===== config.mk =====
export PLATFORM = sky130hd
export DESIGN_NAME = single_clk_ram_mul
export DESIGN_NICKNAME = d
export VERILOG_FILES = /design/src/rtl/single_clk_ram_mul.sv
export SDC_FILE = /design/constraint.sdc
export NUM_CORES = 2
export LEC_CHECK = 0
export CAP_MARGIN = 10
export CORE_MARGIN = 2
export CORE_UTILIZATION = 50
export CTS_CLUSTER_DIAMETER = 50
export DETAILED_ROUTE_END_ITERATION = 8
export PLACE_DENSITY = 0.74
export SLEW_MARGIN = 40
export SYNTH_ARGS = -nofsm -noshare
export SYNTH_HDL_FRONTEND = slang
export SYNTH_SLANG_ARGS = --single-unit

===== constraint.sdc =====
create_clock -name clk -period 6.65 [get_ports clk]
set_input_delay 1.995 -clock clk [delete_from_list [all_inputs] [get_ports clk]]
set_output_delay 1.995 -clock clk [all_outputs]
set_load 0.05 [all_outputs]

===== src/rtl/single_clk_ram_mul.sv =====
// single_clk_ram_mul: single-port synchronous RAM with one shared address.
// Reads are registered and take one cycle. A word is written only when both
// we and write_enable are high. A synchronous, active-high rst clears q and
// every memory word on the same edge, and it takes priority over a write.
// Optional feature macro: WRITE_THROUGH_EN. When it is defined, a write cycle
// returns the new data on q. When it is undefined, a write cycle returns the
// old word on q (read-before-write).
module single_clk_ram_mul #(
    parameter int DATA_WIDTH = 16,
    parameter int ADDR_WIDTH = 7
) (
    input  logic [DATA_WIDTH-1:0] data,
    input  logic [ADDR_WIDTH-1:0] addr,
    input  logic                  we,
    input  logic                  clk,
    output logic [DATA_WIDTH-1:0] q,
    input  logic                  write_enable,
    input  logic                  rst
);

    localparam int DEPTH = 1 << ADDR_WIDTH;

    // Power-up contents are all zeros, so a read before any write returns 0.
    logic [DATA_WIDTH-1:0] mem [DEPTH] = '{default: '0};
    logic [DATA_WIDTH-1:0] q_r = '0;
    logic                  wr_en;

    // A write needs both qualifiers.
    assign wr_en = we & write_enable;

    // Storage update: rst clears every word, otherwise perform the gated write.
    // NOTE: clearing every word on rst forces the array into flip-flops,
    // because block RAM cannot be reset. Here that is intended.
    always_ff @(posedge clk) begin
        if (rst) begin
            for (int i = 0; i < DEPTH; i++) begin
                mem[i] <= '0;
            end
        end else if (wr_en) begin
            mem[addr] <= data;
        end
    end

    // Registered read port. It returns the old word on a write cycle unless
    // write-through is built in.
    // NOTE: non-blocking reads of mem see the value from before this edge's
    // write. That is what gives read-before-write with no extra logic.
    always_ff @(posedge clk) begin
        if (rst) begin
            q_r <= '0;
        end else begin
`ifdef WRITE_THROUGH_EN
            if (wr_en) begin
                q_r <= data;
            end else begin
                q_r <= mem[addr];
            end
`else
            q_r <= mem[addr];
`endif
        end
    end

    assign q = q_r;

endmodule


Yosys cells after proc, flatten, opt, wreduce, memory -nomap -nowiden
Memories as Yosys holds them, arrays and structs flattened. A register that Yosys moved wholly into a read port is not among the register bits.
Cells that the tools add are included.

operators by class
  bitwise logic cells = 1
  reduce and logical (&&, ||, !) cells = 1
  muxes and demuxes = 8

operators by type and width
  kind                 count
  16-bit 2-to-1 mux    1
  16-bit OR reduction  1
  7-bit 2-to-1 mux     1
  1-bit 2-to-1 mux     6
  1-bit AND            1

storage, ports and cells
  output and inout port bits = 16
  bits in registers = 0
  input port bits = 27
  memories kept = 1
  memory bits (writable) = 2,048

memory list
  name  depth  bits a word  read ports  clocked after memory_dff  write ports  RTL line  text
  mem   128    16           1           1                         128          24        logic [DATA_WIDTH-1:0] mem [DEPTH] = '{default: '0};

Logic depth before layout (Yosys ltp)
  word-level depth = 6
  depth in mapped cells = 12
  depth with buffers taken out = 7

Least setup slack after synthesis
OpenSTA, ideal clock, no wires.

  path type = input to register
  start = input addr[0]
  end = memory mem[20][0], enable pin
  stages on the path = 8
  setup slack = 2.618 ns
  path buffers = 4
  data required time = 6.316 ns
  data arrival time = 3.698 ns
  cell sequence = buf_4 buf_6 buf_4 nor3_2 nand2_1 buf_2 nor2_2 or2_2

RTL lines
  item                RTL line  text
  start: declaration  13        input logic [ADDR_WIDTH-1:0] addr,
  end: declaration    24

==> flow_metrics.tcl <==
set metrics [dict create \
    arrival_ns 6.04 \
    cts_resized 0 \
    tightest_slew_ns 1.08 \
    vias_per_cell 6.58 \
    cts_buffers 217 \
    hpwl_um 202000 \
    crit_path_start_kind "input pin" \
    initial_core_util_pct 50.3 \
    hold_start "mem[67][2]" \
    cts_num_sinks 2064 \
    hold_depth 4 \
    dp.cells 9325 \
    ff2ff_path_depth 8 \
    dr.pass1.iters 9 \
    nets 7079 \
    p_per_area_nw_per_um2 284 \
    final_cell_mix "2058 x and2_1, 2048 x edfxtp_1, 302 x buf_4" \
    finalMaxSlewViolations 0 \
    r2r-start "mem[89][5]" \
    async_flop_share_pct 0 \
    root_buffer "clkbuf_16" \
    syn-cell-area_um2 94500 \
    synth-edff-count 2048 \
    synth_seq_cells 2064 \
    critPathSlowestCell "a211oi_1" \
    rsz0062_at_grt "false" \
    hold_buffers 0 \
    cts_tree "yes" \
    port_buffers 42 \
    dieArea_um2 193000 \
    grt_pass1_wl_um 451000 \
    min_path_type "reg -> reg" \
    die_x_um 439 \
    reg2reg_slack_ns 3.47 \
    synth_top_area_share_pct 65.1 \
    antenna_found_initial 21 \
    finalCritPeriodShare_pct 79.7 \
    clkLatencyLatePin_ns 0.91 \
    vias 64100 \
    cp_num_buf_inv 3 \
    hold_viol 0 \
    synth_area_leaders "edfxtp_1 65%, and2_1 14%, a221oi_1 2.5%" \
    routed_wl_um 323000 \
    path_delay_family "compound AO/OA/AOI/OAI gates" \
    fin_setup_tns_ns 0 \
    cap_violations 0 \
    path_class "in -> reg" \
    hold_end "q[2]" \
    coreArea_um2 188000 \
    num-fill-cells 14900 \
    skew_ns 0.0406 \
    status "complete, but fails checks" \
    utilization_pct 55.9 \
    io_pins 43 \
    cts_buffer_depth 3 \
    rows 159 \
    syn_inst 7181 \
    grt_usage_pct 32.9 \
    wire_per_inst_um 33.1 \
    synth_seq_area_share_pct 65.4 \
    drc 8 \
    clkTransAtPathRegs_ns 0.06 \
    synth_area_per_cell_um2 13.2 \
    first_global_vias 60900 \
    syn_nets 7208 \
    timing.final.ws_setup_ns 1.35 \
    endpoint_kind "register" \
    dpl_worst_slack_ns 0.785 \
    drive_gt1_share_pct 14.3 \
    r2r_end "q[5]" \
    ant_nets 0 \
    max_stage_delay_ns 0.85 \
    yosys_warnings 0 \
    max_freq_mhz 189 \
    setup_viol_count_final 0 \
    worstPathRequired_ns 7.39 \
    post_cts_buffers 0 \
    die-height_um 439 \
    violations "DRC" \
    path_cells "buf_8 -> and2_4 -> buf_12 -> buf_4 -> a22oi_1 -> o221ai_1 -> a21oi_1 -> o311ai_2 -> a211oi_1 -> o32ai_1" \
    drt-initial-drc-count 11100 \
    maxSlewHeadroom_pct 27.2 \
    htree_levels 4 \
    final_cells 9744 \
    period_needed_ns 5.30 \
    synthToLayoutAreaGrowth_pct 11.1 \
    ys_types 76 \
    synth_top_flop_cell "edfxtp_1" \
    cp_max_fo 59 \
    grt_start_max_net_pins 129 \
    ir_drop_v 0.000264 \
    layout_commonest_cell "and2_1" \
    power_mw 29.8 \
    place.gp.congestion 0.997 \
    synth_top_area_cell "edfxtp_1" \
    leakage_nw 36.7 \
    grt-ovfl-total 0 \
]
## layer usage
layer	wire, um	GRT usage (%)
met3	47300	10.9
met5	119	0
met4	23100	19.3
met1	113000	43.0
met2	139000	48.0
## worst max path at each step
stage	startpoint	end	slack, ns	depth (start not counted)
2_1_floorplan	addr[0]	mem[20][0]	2.62	8
3_3_place_gp	addr[2]	q[4]	0.50	11
3_5_place_dp	addr[6]	mem[6][11]	0.79	6
4_1_cts	addr[6]	mem[6][11]	1.73	6
5_1_grt	addr[1]	q[8]	1.48	10
6_report	addr[1]	q[8]	1.35	10
## cells in the mapped netlist (all sizes together), types with 9 or more instances
cell type	instances
mux4	68
o2bb2ai	9
mux2i	132
nor3	31
nor4	19
a222oi	72
a22oi	206
a211oi	11
mux2	77
o21ai	141
nor2b	19
a31oi	24
o32ai	14
o211ai	11
and3	9
or2	133
a21oi	190
a22o	24
dfxtp	16
nand2	305
nand3	14
o221ai	40
buf	240
clkbuf	477
o22ai	81
and2	2060
a221oi	275
o22a	26
a221o	27
edfxtp	2048
nor2	268
## cell type report
type	instances	area, um^2	share of cell area (%)
clock buffer	260	5650	5.38
antenna	9	22.5	0.0215
clock inverter	147	1430	1.36
sequential	2064	61800	58.9
tap	2495	3120	2.97
multi-input combinational	4392	29700	28.3
timing repair buffer	369	3190	3.04
inverter	8	37.5	0.0358
## registers in the layout, indices dropped and copies added, names as in the netlist
| register | flops |
|---|---|
| mem | 2048 |
| q | 16 |
## per-stage QoR
stage	area, um^2	hold slack, ns
floorplan	94500	0.666
global placement	97700	0.789
detailed placement	97800	0.790
CTS	105000	0.825
global route	105000	0.918
finish	105000	0.841
## worst register-to-register path, delay by kind of cell (launching register included)
kind	cells	cell delay (ns)
buffers and inverters	1	0.21
AO/OA/AOI/OAI	6	2.16
flip-flops	1	0.38
multiplexers	1	0.29
## power breakdown
group	switching (mW)	internal, mW	total, mW
Combinational	1.87	0.635	2.51
Clock	5.37	6.77	12.1
Sequential	0.228	14.9	15.2
Total	7.47	22.3	29.8
## cell families (layout without fill, tap and decap cells)
| logic type | Yosys count | count (layout) | synth area share [%] |
|---|---|---|---|
| buffers and inverters | 725 | 784 | 3.32 |
| other | 0 | 9 | 0 |
| AO/OA/AOI/OAI | 1229 | 1229 | 9.63 |
| AND/OR/NAND/NOR | 2886 | 2886 | 17.7 |
| multiplexers | 277 | 277 | 3.94 |
| flip-flops | 2064 | 2064 | 65.4 |
Power figures use the tool's default switching activity.
